===== config.mk =====
export PLATFORM = sky130hd
export DESIGN_NAME = imm_extend_stage
export DESIGN_NICKNAME = d
export VERILOG_FILES = /design/src/rtl/imm_extend_stage.sv
export SDC_FILE = /design/constraint.sdc
export NUM_CORES = 1
export LEC_CHECK = 0
export ABC_AREA = 1
export CORE_UTILIZATION = 51
export CTS_BUF_LIST = sky130_fd_sc_hd__clkbuf_8
export CTS_CLUSTER_DIAMETER = 100
export DETAILED_ROUTE_END_ITERATION = 10
export PLACE_DENSITY = 0.77
export SYNTH_ARGS = -nofsm -noshare
export SYNTH_HDL_FRONTEND = slang
export SYNTH_SLANG_ARGS = --single-unit

===== constraint.sdc =====
create_clock -name clk -period 3 [get_ports clk]
set_input_delay 0.3 -clock clk [delete_from_list [all_inputs] [get_ports clk]]
set_output_delay 0.3 -clock clk [all_outputs]
set_load 0.1 [all_outputs]

===== src/rtl/imm_extend_stage.sv =====
// Registered immediate-extension stage: widens an IN_W-bit immediate to OUT_W bits
// (sign / zero / upper / branch-offset) behind a valid/ready handshake. An output
// register plus one skid entry absorb a cycle of back-pressure without dropping data.
module imm_extend_stage #(
  parameter int unsigned IN_W     = 16,
  parameter int unsigned OUT_W    = 32,
  parameter int unsigned SHIFT_BR = 2,
  parameter int unsigned TAG_W    = 5
) (
  input  logic             clk,
  input  logic             reset,
  input  logic             flush,
  input  logic             in_valid,
  output logic             in_ready,
  input  logic [IN_W-1:0]  in_imm,
  input  logic [1:0]       in_mode,
  input  logic [TAG_W-1:0] in_tag,
  output logic             out_valid,
  input  logic             out_ready,
  output logic [OUT_W-1:0] out_data,
  output logic [TAG_W-1:0] out_tag,
  output logic             out_neg
);

  // Reject parameter sets the datapath cannot represent.
  if (IN_W < 2) begin : g_bad_in_w
    $error("imm_extend_stage: IN_W must be at least 2");
  end
  if (OUT_W <= IN_W) begin : g_bad_out_w
    $error("imm_extend_stage: OUT_W must exceed IN_W");
  end else if (SHIFT_BR > OUT_W - IN_W) begin : g_bad_shift
    $error("imm_extend_stage: SHIFT_BR must not exceed OUT_W - IN_W");
  end
  if (TAG_W < 1) begin : g_bad_tag_w
    $error("imm_extend_stage: TAG_W must be at least 1");
  end

  localparam int unsigned PadW = OUT_W - IN_W;
  // Stored entry layout: {neg, tag, data}.
  localparam int unsigned EntW = OUT_W + TAG_W + 1;

  typedef enum logic [1:0] {
    StEmpty,
    StOne,
    StTwo
  } state_e;

  state_e            state_q, state_d;
  logic              out_valid_q, out_valid_d;
  logic [EntW-1:0]   or_q, or_d;
  logic [EntW-1:0]   sk_q, sk_d;

  logic [OUT_W-1:0]  sext;
  logic [OUT_W-1:0]  ext_data;
  logic              ext_neg;
  logic [EntW-1:0]   new_ent;
  logic              accept;
  logic              out_hs;

  // Extend the incoming immediate; only used when the item is accepted.
  always_comb begin
    sext     = {{PadW{in_imm[IN_W-1]}}, in_imm};
    ext_data = sext;
    ext_neg  = 1'b0;
    case (in_mode)
      2'b00: begin
        ext_data = sext;
        ext_neg  = in_imm[IN_W-1];
      end
      2'b01:   ext_data = {{PadW{1'b0}}, in_imm};
      2'b10:   ext_data = {in_imm, {PadW{1'b0}}};
      2'b11: begin
        // Upper bits shifted out are dropped by the OUT_W-wide result.
        ext_data = sext << SHIFT_BR;
        ext_neg  = in_imm[IN_W-1];
      end
      default: ext_data = sext;
    endcase
    new_ent = {ext_neg, in_tag, ext_data};
  end

  // Ready depends only on state, flush and reset, never on out_ready.
  always_comb begin
    in_ready = ~reset & ~flush & (state_q != StTwo);
  end

  // Next-state for the OR/SK pair; the skid always drains into OR before newer items.
  always_comb begin
    state_d = state_q;
    or_d    = or_q;
    sk_d    = sk_q;
    accept  = in_valid & in_ready;
    out_hs  = out_valid_q & out_ready;
    case (state_q)
      StEmpty: begin
        if (accept) begin
          or_d    = new_ent;
          state_d = StOne;
        end
      end
      StOne: begin
        if (accept && out_hs) begin
          or_d = new_ent;
        end else if (accept) begin
          sk_d    = new_ent;
          state_d = StTwo;
        end else if (out_hs) begin
          state_d = StEmpty;
        end
      end
      StTwo: begin
        if (out_hs) begin
          or_d    = sk_q;
          state_d = StOne;
        end
      end
      default: state_d = StEmpty;
    endcase
    // Squash discards everything held; a same-cycle output handshake has already happened.
    if (flush) begin
      state_d = StEmpty;
    end
    out_valid_d = (state_d != StEmpty);
  end

  // State and storage registers with asynchronous clear.
  always_ff @(posedge clk or posedge reset) begin
    if (reset) begin
      state_q     <= StEmpty;
      out_valid_q <= 1'b0;
      or_q        <= '0;
      sk_q        <= '0;
    end else begin
      state_q     <= state_d;
      out_valid_q <= out_valid_d;
      or_q        <= or_d;
      sk_q        <= sk_d;
    end
  end

  // Outputs come straight from the output register.
  always_comb begin
    out_valid = out_valid_q;
    out_data  = or_q[OUT_W-1:0];
    out_tag   = or_q[OUT_W +: TAG_W];
    out_neg   = or_q[EntW-1];
  end

endmodule

==> run summary <==
Congestion Overflow GR - 0
Top Ports - 68
post-detailed-route wirelength per cell - 12.9 um
synthesis warning total - 0
maximum clock skew at final layout - 0.00807 ns
Final Instance Area - 4790 um2
r2r startpoint - state_q[0]
Antenna Nets Post-Route - 0
cell area reported after detailed placement - 4560 um2
final total negative setup slack - 0 ns
minimum clock period - 2.22 ns
total via count in the routed design - 3656
type of element capturing the critical path - output pin
top-area cell type share of the netlist area - 0.496
worst hold slack after final layout - 0.352 ns
Worst Max-Slew Pin Slew - 1.02 ns
cell taking the most area after synthesis - dfrtp_1
initial standard-cell utilization of the core - 0.538
HPWL reported at the end of detailed placement - 6230 um
Residual DRC - 0
buffers inserted during post-CTS setup optimization - 0
cell area after technology mapping - 3990 um2
post-synthesis sequential area ratio - 0.496
number of enable-type register cells in the synthesized netlist - 0
floorplan die height - 90.4 um
average size of a mapped cell - 7.01 um2
maximum number of pins on one net before global-route repair - 48
Die W - 90.4 um
flip-flop and latch count after synthesis - 79
via count of the first global-routing pass - 3485
leakage - 2.84 nW
Std-Cell Rows - 31
fraction of layout instances using a drive strength above 1 - 0.111
worst min-delay path class - input port to asynchronous set/reset pin
area inside the core boundary - 7410 um2
CTS root buf - clkbuf_8
final weighted congestion of routability-driven global placement - 0.818
sequence of cells on the critical path - inv_2 > nand2_2 > buf_4 > nand2_1 > inv_1 > buf_4
power per cell area - 759 nW/um2
wire length of the first global-routing pass - 16300 um
cts bufs inserted - 9
clk sink count - 79
Total Nets Final - 659
delay of the slowest cell on the worst path - 0.40 ns
Clk pin slew, worst setup/hold paths - 0.08 ns
synthesized instance count - 569
Worst path slowest cell - dfrtp_1
final core area utilization - 0.646
final period utilization - 0.740
crit start category - register
number of buffers inserted by hold repair at cts - 0
initial antenna violation count - 0
IR Drop Worst-Case VDD - 0.000483 V
predominant post-synthesis flop cell - dfrtp_1
total routing usage reported by global routing - 0.253
CTS tree - done
maximum root-to-sink buffer count - 2
async set or reset register ratio after synthesis - 1.00
number of antenna diodes - 0
setup repair after global routing missed its margin - false
Clk Latency, worst-skew pair - 0.34 ns
kind of critical path - register to output pin
highest attainable clock frequency - 451 MHz
cell mode on critical path - buf_4
count of buffering cells on the critical path with inverters included - 4
Hold Violations, Final - 0
worst rel slew slack - 0.318
highest fanout seen on the critical path - 31
floorplan die area - 8170 um2
unique cell type count in the Yosys netlist - 18
Port-buffer cells - 67
biggest area contributors in the synthesized netlist - dfrtp_1 (50%), nand2_1 (37%), inv_1 (2.4%), o21ai_0 (2.0%), buf_6 (2.0%)
data required time at the worst endpoint - 2.70 ns
Overall Power - 3.63 mW
data arrival time of the critical path - 1.92 ns
Resize count post-CTS - 0
total wire length - 9410 um
cell family contributing the most delay on the critical path - buffers and inverters
setup violators final - 0
synthesized net count - 601
first-pass iteration count of the detailed router - 5
first-iteration detailed-routing DRC count - 261
total count of max-transition violations in the final report - 0
max_cap viols - 0
H-tree depth reported by CTS - 3
source of the critical timing path - state_q[0]
result of the run - completed
drt via density - 5.01
count of filler cells inserted in the layout - 683
area growth from synthesis to layout - 20.1%
==> worst reg2reg max path: cells and delay by family (launching register included) <==
family,cells,cell delay [ns]
flops,1,0.42
simple gates,3,0.47
buf+inv,3,1.00
compound gates,1,0.09
==> per-stage QoR <==
| step | setup slack [ns] | cells |
|---|---|---|
| floorplan | 0.677 | 569 |
| global placement | 0.915 | 715 |
| detailed placement | 0.841 | 715 |
| CTS | 0.759 | 730 |
| global route | 0.645 | 730 |
| finish | 0.781 | 730 |
==> placed cells by master, fill, tap and decap left out <==
cell,count
clkinv_2,1
nor2_1,8
nand2_1,392
ha_1,4
o21ai_1,1
o21ai_0,16
nand3_2,1
o21bai_1,1
dfrtp_1,79
inv_1,27
buf_12,1
nor2_2,1
inv_2,4
a21oi_1,1
nand2_2,3
nand3_1,5
buf_4,47
clkbuf_8,9
bufinv_16,3
clkdlybuf4s50_1,27
==> synthesized netlist by cell type, types with 3 or more instances <==
library cell and n:
inv_2 3, dfrtp_1 79, nand3_1 5, buf_6 7
clkbuf_1 6, inv_1 26, nand2_2 3, o21ai_0 16
ha_1 4, buf_4 6, buf_2 9, nor2_1 8
nand2_1 392
==> cell families after synthesis <==
| group | Yosys count | share of synthesized area |
|---|---|---|
| flip-flops | 79 | 0.496 |
| adder cells (fa/ha/maj) | 4 | 0.0126 |
| AND/OR/NAND/NOR | 410 | 0.392 |
| AO/OA/AOI/OAI | 19 | 0.0245 |
| buffers and inverters | 57 | 0.0753 |
==> cell type report <==
cell class                      instances  area, um2  area share
Sequential cell                        79       1980       0.413
Tap cell                               99        124      0.0259
Clock buffer                            9        124      0.0259
Clock inverter                          6        103      0.0214
Multi-Input combinational cell        433       1710       0.357
Timing Repair Buffer                   75        643       0.134
Inverter                               29        109      0.0227
==> worst paths after layout <==
path	slack (ns)	depth (start not counted)	endpoint
setup / recovery	0.78	6	in_ready
hold / removal	0.35	2	out_valid
setup reg to reg	0.98	7	out_valid
hold reg to reg	0.47	2	sk_q[7]
max in group asynchronous	1.90	3	or_q[18]
min in group clk	0.47	2	sk_q[7]
==> sequential cells by signal, summed over array words and instances (netlist names) <==
register   count
out_valid      1
or_q          38
state_q        2
sk_q          38
==> report_power, final <==
group          switching, mW  total, mW  internal [mW]
registers              0.105       1.37           1.27
clock network          0.375      0.916          0.541
logic                   1.06       1.34          0.285
==> metal layers <==
layer | global-route usage | share of wire | up-vias
met2 | 0.411 | 0.48 | 109
met3 | 0.0480 | 0.057 | 13
met5 | 0 | 0 | -
li1 | - | - | 1803
met1 | 0.341 | 0.45 | 1731
met4 | 0.0887 | 0.013 | 0
No activity file was read; power rests on OpenSTA's default activity.
